## src/rtl/bin_to_seg6_if.sv

```systemverilog
// Request/result bundle between a value source and the 6-digit segment converter.
// The master drives the request; the slave returns the segment bus and status flags.
interface bin_to_seg6_if;
  logic        start;
  logic [19:0] value;
  logic        neg;
  logic [47:0] seg_out;
  logic        busy;
  logic        done;
  logic        err;

  modport master (output start, value, neg, input seg_out, busy, done, err);
  modport slave  (input start, value, neg, output seg_out, busy, done, err);
endinterface

```

## src/rtl/bin_to_seg6.sv

```systemverilog
// Sequential double-dabble converter: 20-bit magnitude + sign to six 7-segment bytes.
// Fixed 21-cycle latency from start to done; seg_out only changes on the done edge.
module bin_to_seg6 #(
  parameter int SEG_ACTIVE_LOW = 1,
  parameter int BLANK_LZ       = 1
) (
  input logic           s_clk,
  input logic           s_reset,
  bin_to_seg6_if.slave  bus
);

  typedef enum logic [1:0] {IDLE, SHIFT, ENCODE} state_t;

  localparam logic [47:0] BLANK_ALL = (SEG_ACTIVE_LOW != 0) ? 48'hFFFF_FFFF_FFFF : 48'h0;

  state_t      state;
  logic [19:0] bin;
  logic [23:0] bcd;
  logic [23:0] bcd_adj;
  logic [4:0]  cnt;
  logic        neg_r;
  logic        ovf_r;
  logic [47:0] seg_q;
  logic        busy_q;
  logic        done_q;
  logic        err_q;
  logic [47:0] enc;

  assign bus.seg_out = seg_q;
  assign bus.busy    = busy_q;
  assign bus.done    = done_q;
  assign bus.err     = err_q;

  function automatic logic [7:0] seg_code(input logic [3:0] d);
    case (d)
      4'd0:    seg_code = 8'hC0;
      4'd1:    seg_code = 8'hF9;
      4'd2:    seg_code = 8'hA4;
      4'd3:    seg_code = 8'hB0;
      4'd4:    seg_code = 8'h99;
      4'd5:    seg_code = 8'h92;
      4'd6:    seg_code = 8'h82;
      4'd7:    seg_code = 8'hF8;
      4'd8:    seg_code = 8'h80;
      4'd9:    seg_code = 8'h90;
      default: seg_code = 8'hFF;
    endcase
  endfunction

  always_comb begin
    bcd_adj = bcd;
    for (int i = 0; i < 6; i++) begin
      if (bcd[i*4 +: 4] >= 4'd5) bcd_adj[i*4 +: 4] = bcd[i*4 +: 4] + 4'd3;
    end
  end

  // Minus sits just left of the top shown digit; no minus for zero, which ovf also rules out.
  always_comb begin
    logic [2:0] msd;
    logic [7:0] code_v;
    logic       minus_on;
    int         minus_pos;
    enc      = '0;
    msd      = 3'd0;
    for (int i = 1; i < 6; i++) begin
      if (bcd[i*4 +: 4] != 4'd0) msd = 3'(i);
    end
    minus_on  = neg_r && (bcd != 24'd0);
    minus_pos = (BLANK_LZ != 0) ? int'(msd) + 1 : 5;
    for (int i = 0; i < 6; i++) begin
      code_v = 8'hFF;
      if (ovf_r)                                 code_v = 8'h86;
      else if (minus_on && i == minus_pos)       code_v = 8'hBF;
      else if (BLANK_LZ == 0 || i <= int'(msd))  code_v = seg_code(bcd[i*4 +: 4]);
      enc[i*8 +: 8] = (SEG_ACTIVE_LOW != 0) ? code_v : ~code_v;
    end
  end

  always_ff @(posedge s_clk or posedge s_reset) begin
    if (s_reset) begin
      state  <= IDLE;
      bin    <= '0;
      bcd    <= '0;
      cnt    <= '0;
      neg_r  <= 1'b0;
      ovf_r  <= 1'b0;
      seg_q  <= BLANK_ALL;
      busy_q <= 1'b0;
      done_q <= 1'b0;
      err_q  <= 1'b0;
    end else begin
      done_q <= 1'b0;
      case (state)
        IDLE: begin
          if (bus.start) begin
            bin    <= bus.value;
            neg_r  <= bus.neg;
            ovf_r  <= (bus.value > 20'd999999) || (bus.neg && bus.value > 20'd99999);
            bcd    <= '0;
            cnt    <= '0;
            busy_q <= 1'b1;
            state  <= SHIFT;
          end
        end
        SHIFT: begin
          {bcd, bin} <= {bcd_adj[22:0], bin, 1'b0};
          cnt        <= cnt + 5'd1;
          if (cnt == 5'd19) state <= ENCODE;
        end
        ENCODE: begin
          seg_q  <= enc;
          done_q <= 1'b1;
          busy_q <= 1'b0;
          err_q  <= ovf_r;
          state  <= IDLE;
        end
        default: state <= IDLE;
      endcase
    end
  end

endmodule

```

## src/flat_wrapper.sv

```systemverilog
// flat-port wrapper written by rule: the top's interface ports become plain ports
module bin_to_seg6_flat 
#(
  parameter int SEG_ACTIVE_LOW = 1,
  parameter int BLANK_LZ       = 1
)
  (s_clk, s_reset, bus_start, bus_value, bus_neg, bus_seg_out, bus_busy, bus_done, bus_err);
  bin_to_seg6_if bus_i ();
  input logic s_clk;
  input logic s_reset;
  input wire logic [$bits(bus_i.start)-1:0] bus_start;
  input wire logic [$bits(bus_i.value)-1:0] bus_value;
  input wire logic [$bits(bus_i.neg)-1:0] bus_neg;
  output wire logic [$bits(bus_i.seg_out)-1:0] bus_seg_out;
  output wire logic [$bits(bus_i.busy)-1:0] bus_busy;
  output wire logic [$bits(bus_i.done)-1:0] bus_done;
  output wire logic [$bits(bus_i.err)-1:0] bus_err;
  assign bus_i.start = bus_start;
  assign bus_i.value = bus_value;
  assign bus_i.neg = bus_neg;
  assign bus_seg_out = bus_i.seg_out;
  assign bus_busy = bus_i.busy;
  assign bus_done = bus_i.done;
  assign bus_err = bus_i.err;
  bin_to_seg6 #(.SEG_ACTIVE_LOW(SEG_ACTIVE_LOW), .BLANK_LZ(BLANK_LZ)) u_core (.s_clk(s_clk), .s_reset(s_reset), .bus(bus_i));
endmodule
```

## config.mk

```make
export PLATFORM = sky130hd
export DESIGN_NAME = bin_to_seg6_flat
export DESIGN_NICKNAME = d
export VERILOG_FILES = /design/src/rtl/bin_to_seg6_if.sv /design/src/rtl/bin_to_seg6.sv /design/src/flat_wrapper.sv
export SDC_FILE = /design/constraint.sdc
export NUM_CORES = 1
export LEC_CHECK = 0
export CORE_MARGIN = 1
export CORE_UTILIZATION = 25
export CTS_CLUSTER_SIZE = 40
export DETAILED_ROUTE_END_ITERATION = 6
export GPL_ROUTABILITY_DRIVEN = 0
export GPL_TIMING_DRIVEN = 0
export REMOVE_ABC_BUFFERS = 1
export SYNTH_ARGS = -nofsm -noshare
export SYNTH_HDL_FRONTEND = slang
export SYNTH_SLANG_ARGS = --single-unit
export TNS_END_PERCENT = 100
```

## constraint.sdc

```tcl
create_clock -name s_clk -period 4.1 [get_ports s_clk]
set_input_delay 0.82 -clock s_clk [delete_from_list [all_inputs] [get_ports s_clk]]
set_output_delay 0.82 -clock s_clk [all_outputs]
set_load 0.02 [all_outputs]
```

=== Word-level counts from Yosys, hierarchy flattened ===
Memories as Yosys holds them, arrays and structs flattened.
Index checks and enable logic that the tools add are counted.
Widths: inputs -> output; s select.

* Register bits after elaboration: 104
* Memory bits (read-only): 672
* Input bits: 24
* Output and inout port bits: 51
* Logic and storage cells: 110
* Memories kept: 6

{| class="wikitable"
|+ Memory list
! name !! depth !! width !! read ports !! clocked after memory_dff !! write ports !! line !! source
|-
| (name not given) || 16 || 7 || 1 || 0 || 0 || bin_to_seg6.sv:35 || <nowiki>case (d)</nowiki>
|-
| (name not given) || 16 || 7 || 1 || 0 || 0 || bin_to_seg6.sv:35 ||
|-
| (name not given) || 16 || 7 || 1 || 0 || 0 || bin_to_seg6.sv:35 ||
|-
| (name not given) || 16 || 7 || 1 || 0 || 0 || bin_to_seg6.sv:35 ||
|-
| (name not given) || 16 || 7 || 1 || 0 || 0 || bin_to_seg6.sv:35 ||
|-
| (name not given) || 16 || 7 || 1 || 0 || 0 || bin_to_seg6.sv:35 ||
|}

* $add $sub $neg: 8
* Magnitude comparators: 13
* Equal/unequal tests: 10
* Muxes and demuxes: 40
* Reduce and logical (&&, ||, !) cells: 23

{| class="wikitable"
|+ Operators with widths
! cell !! count
|-
| $mux 8 || 17
|-
| $eq 3x32->1 const A || 2
|-
| $eq 4x32->1 const A || 2
|-
| $pmux 24 s2 || 1
|-
| $pmux 20 s2 || 1
|-
| $eq 2x32->1 const A || 1
|-
| $logic_not 32->1 || 1
|-
| $ge 4x3->1 const B || 6
|-
| $mux 24 || 1
|-
| $reduce_bool 24->1 || 1
|-
| $add 4x2->4 const B || 5
|-
| $gt 20x17->1 const B || 1
|-
| $gt 20x20->1 const B || 1
|-
| $mux 20 || 1
|-
| $mux 4 || 5
|-
| $reduce_bool 4->1 || 5
|-
| $pmux 5 s2 || 1
|-
| $mux 3 || 3
|-
| $logic_and 1x1->1 || 8
|-
| $mux 2 || 4
|-
| $reduce_and 2->1 || 4
|-
| $le 2x3->1 const A || 2
|-
| $le 3x3->1 const A || 2
|-
| $add 5x1->5 const B || 1
|-
| other kinds (15) || 18
|}

=== Logic depth before layout (Yosys ltp) ===
* Depth in word-level cells: 11
* Mapped depth: 7
* Mapped depth without buffers: 7

=== Worst setup path before layout ===
No wires, ideal clock.

* Kind: reg-to-reg
* From: reg u_core.bcd[17]
* To: reg u_core.seg_q[22] (netlist: u_core.bus.seg_out[22])
* Library setup time: 0.079 ns
* Arrival time: 2.588 ns
* Required time: 4.021 ns
* Slack: 1.433 ns
* Cell stages (with the launch flop): 8
* Buffers on the path: 1
* Period minus slack after synthesis: 2.667 ns
* Cells stage by stage: dfrtp_1 -> clkbuf_1 -> inv_1 -> ha_1 -> or3b_2 -> or4_4 -> or4_1 -> a22o_1

* Word-level cells in the longest chain between the ends: 8
* Elaborated cells on any way between the ends: 12
* Those cells by class: add/sub: 1; order compare: 1; eq/ne: 1; mux: 5; reduce/logical: 4

{| class="wikitable"
|+ Ends and longest elaborated chain
! what !! line !! source
|-
| from (decl) || bin_to_seg6.sv:18 || <nowiki>logic [23:0] bcd;</nowiki>
|-
| from (signal assigned) || bin_to_seg6.sv:106 || <nowiki>{bcd, bin} <= {bcd_adj[22:0], bin, 1'b0};</nowiki>
|-
| $reduce_bool 4->1 || bin_to_seg6.sv:66 || <nowiki>if (bcd[i*4 +: 4] != 4'd0) msd = 3'(i);</nowiki>
|-
| $mux 3 (2 in series) || bin_to_seg6.sv:66 ||
|-
| $add 3x1->4 || bin_to_seg6.sv:69 || <nowiki>minus_pos = (BLANK_LZ != 0) ? int'(msd) + 1 : 5;</nowiki>
|-
| $eq 3x32->1 || bin_to_seg6.sv:73 || <nowiki>else if (minus_on && i == minus_pos) code_v = 8'hBF;</nowiki>
|-
| $logic_and 1x1->1 || bin_to_seg6.sv:73 ||
|-
| $mux 8 * || bin_to_seg6.sv:73 ||
|-
| $mux 8 * || bin_to_seg6.sv:72 || <nowiki>if (ovf_r) code_v = 8'h86;</nowiki>
|-
| to (signal assigned) || bin_to_seg6.sv:111 || <nowiki>seg_q <= enc;</nowiki>
|-
| to (decl) || bin_to_seg6.sv:23 || <nowiki>logic [47:0] seg_q;</nowiki>
|}

Mark *: on every way between the ends. The rest lies on a longest branch, timed or not.
A chain may end at the register's enable or synchronous reset.

=== Worst setup path after layout ===
* From: in bus_start
* To: reg u_core.bcd[19]

* Word-level cells in the longest chain between the ends: 2

{| class="wikitable"
|+ Ends and longest elaborated chain
! what !! line !! source
|-
| from (decl) || flat_wrapper.sv:11 || <nowiki>input wire logic [$bits(bus_i.start)-1:0] bus_start;</nowiki>
|-
| $ne 2x2->1 (no line) || -- ||
|-
| $reduce_and 2->1 (no line) || -- ||
|}

No other way between the ends.

==> reports/metrics.yaml <==
status:
  run_status: "completed"
cts:
  worst_setup_hold_path_clk_slew_ps: 70
  cts_made_buffers: 9
  cts_hold_buf: 0
  clkLatencyLatePin_ps: 350
  clkSinkCount: 98
  clk_root_buffer_cell: "clkbuf_16"
  cts-htree-levels: 3
  clock_path_buffers: 2
  cts_repair_resize_count: 0
  clock_tree_from_tritoncts: "done"
  post_cts.repair.setup_buffers: 0
synth:
  post-synth-top-area-cell: "dfrtp_1"
  synthFlopType: "dfrtp_1"
  post_synth_main_area_contributors: "dfrtp_1, dfstp_2, ha_1"
  post_synthesis_cells: 618
  synth_warnings: 0
  synth_enable_flop_cells: 0
  ys_seq_area_share_pct: 44.98
  synth-seq-cells: 98
  synth_top_area_share_pct: 25.16
  postSynthAreaPerCell_um2: 9.011
  number_of_library_cell_types_mapped_by_synthesis: 56
  post_synth_arst_share_pct: 100.0
  post_synth_instance_area_um2: 5569
critical_path:
  critPathMaxStageDelay_ps: 760
  r2r_slack_ps: 1290
  timing.critical_path.to_type: "register"
  timing.critical_path.buf_inv: 1
  regToRegStartpoint: "u_core.bcd[17]"
  cpMaxStageDelayCell: "or3b_2"
  timing.critical_path.cells: "clkdlybuf4s50_1 -> or3b_2 -> nand2_1 -> nand2_1 -> o2bb2ai_1"
  r2r-end: "u_core.bus.seg_out[22]"
  timing.critical_path.mode_cell: "nand2_1"
  path_type_of_the_worst_setup_path: "in -> reg"
  cp.required_ps: 4330
  critPathLaunchType: "primary input"
  path_max_fanout: 24
  r2r.worst_path.cells: 6
  cp.arrival_ps: 3110
  cpLargestDelayFamily: "simple AND/OR/NAND/NOR gates"
layout:
  layout-drive-gt1-share_pct: 11.84
  layout-area-overhead-vs-synth_pct: 22.62
  final_common_cell: "clkdlybuf4s50_1"
  n_antenna_cell: 0
  final_net_count: 718
  final_cell_mix: "clkdlybuf4s50_1, nand2_1, nor2_1"
flow_run:
  number_of_maximum_capacitance_violations: 0
power_and_ir_drop:
  power.ir.vdd_worst_mv: 0.2820
  powerDensity_nw_per_um2: 804.5
  p_leak_nw: 2.785
die:
  pin_count: 75
  num_rows: 54
  floorplan.die.width_um: 151.3
  coreArea_um2: 21820
  die-area_um2: 22880
  dieHeight_um: 151.3
  initial_utilization_pct: 25.52
sta:
  whs_ps: 454.8
  finalHoldViolCount: 0
  setup_ws_ps: 1218
  fin_crit_sh_pct: 70.30
  tightestPinTransition_ps: 889.6
  skew_final_ps: 6.144
  clock.fmax_mhz: 346.9
  maxSlewViolCount: 0
  relSlewSlack_pct: 40.63
  fin_tns_setup_ps: 0
  final_setup_violations: 0
  fin_crit_ps: 2882
  rsz0062_at_grt: "false"
place:
  port_buffer_count: 68
  place_ws_ps: 856.2
  place_hpwl_um: 9675
route:
  routed_wire_length_um: 14140
  vias: 4603
  avgRoutedWirePerCell_um: 14.93
  drtIter0Drc: 315
  post_dr_vias_cell: 4.861
  post-route-drc-count: 0
  route.antenna.remaining_nets: 0
  first_pass_iters: 4
min_path:
  worst_hold_path.endpoint: "u_core.bus.seg_out[20]"
  min-delay-start: "u_core.bus.seg_out[20]"
  min_path_type: "reg -> reg"
  worstHoldPathCells: 2
global_route:
  grt_first_pass_wirelength_um: 23160
  gr-usage-all-layers_pct: 13.06
  antenna_found_initial: 0
  grt_start_max_net_pins: 56
  first_global_vias: 4357
  overflow: 0
==> routing by layer <==
metal	wire [um]	share of wire, %	GRT usage (%)	vias up
met4	150	1.1	3.100	0
met5	0	0	0	-
met2	6743	48	21.07	90
li1	-	-	-	2271
met3	496	3.5	2.620	12
met1	6745	48	17.78	2230
==> area by class of cell <==
type	count	area [um2]
clock buffers	11	242.7
clock inverters	5	77.57
fillers	2297	14990
inverters	30	115.1
multi-input cells	451	2784
flip-flops and latches	98	2505
well taps	280	350.3
repair buffers	72	754.5
==> report_power, final <==
part	internal, mW	switching (mW)	total (mW)
sequential	1.47	0.500	1.97
combinational	1.18	1.43	2.61
clock	0.550	0.370	0.920
==> registers in the layout, indices dropped and copies added, names as in the netlist <==
name	flops
u_core.bin	20
u_core.bus.seg_out	42
u_core.bus.err	1
u_core.cnt	5
u_core.bus.busy	1
u_core.neg_r	1
u_core.bcd	24
u_core.bus.done	1
u_core.state	2
u_core.ovf_r	1
==> through the flow <==
stage	cells	utilization (%)	total power, mW	cell area (um2)
final	947	31.29	5.494	6829
after global routing	947	31.29	5.984	6829
after CTS	947	31.27	5.541	6824
after detailed placement	931	29.80	4.593	6504
after global placement	927	29.39	4.526	6415
after floorplan	579	-	3.709	5384
==> worst max path at each step <==
stage	from	end	cells after the start
3_3_place_gp	s_reset	u_core.bcd[2]	2
6_report	bus_start	u_core.bcd[19]	5
4_1_cts	bus_start	u_core.bcd[19]	5
3_5_place_dp	bus_start	u_core.bcd[19]	5
2_1_floorplan	s_reset	u_core.bcd[0]	1
5_1_grt	bus_start	u_core.bcd[19]	5
==> cells by family (layout without fill, tap and decap cells) <==
family	after synthesis	in the layout	share of synthesized area [%]
buf+inv	74	118	5.684
simple gates	208	208	17.59
mux	9	9	1.640
compound gates	186	186	21.28
fa+ha+maj	32	32	7.189
other cells	1	6	0.06734
xor+xnor	10	10	1.573
flops	98	98	44.98
==> Yosys cell counts (8+ instances only) <==
| master | count |
|---|---|
| dfstp_2 | 42 |
| ha_1 | 32 |
| a21oi_1 | 41 |
| nor3_1 | 11 |
| a22o_1 | 9 |
| xnor2_1 | 10 |
| o22ai_1 | 23 |
| nand2b_1 | 14 |
| mux2i_1 | 8 |
| a21o_1 | 9 |
| nand3_1 | 14 |
| inv_1 | 30 |
| nor3b_1 | 8 |
| o21ai_0 | 46 |
| nand2_1 | 67 |
| clkbuf_1 | 35 |
| nor2_1 | 65 |
| a22oi_1 | 9 |
| dfrtp_1 | 56 |
| o31ai_1 | 9 |
==> worst register-to-register path, cell delays in order, from the launching register on <==
cell,delay [ps]
dfrtp_1,490
inv_1,130
ha_1,290
or3b_2,540
or4_4,570
or4_1,530
a22o_1,190
Power figures use the tool's default switching activity.
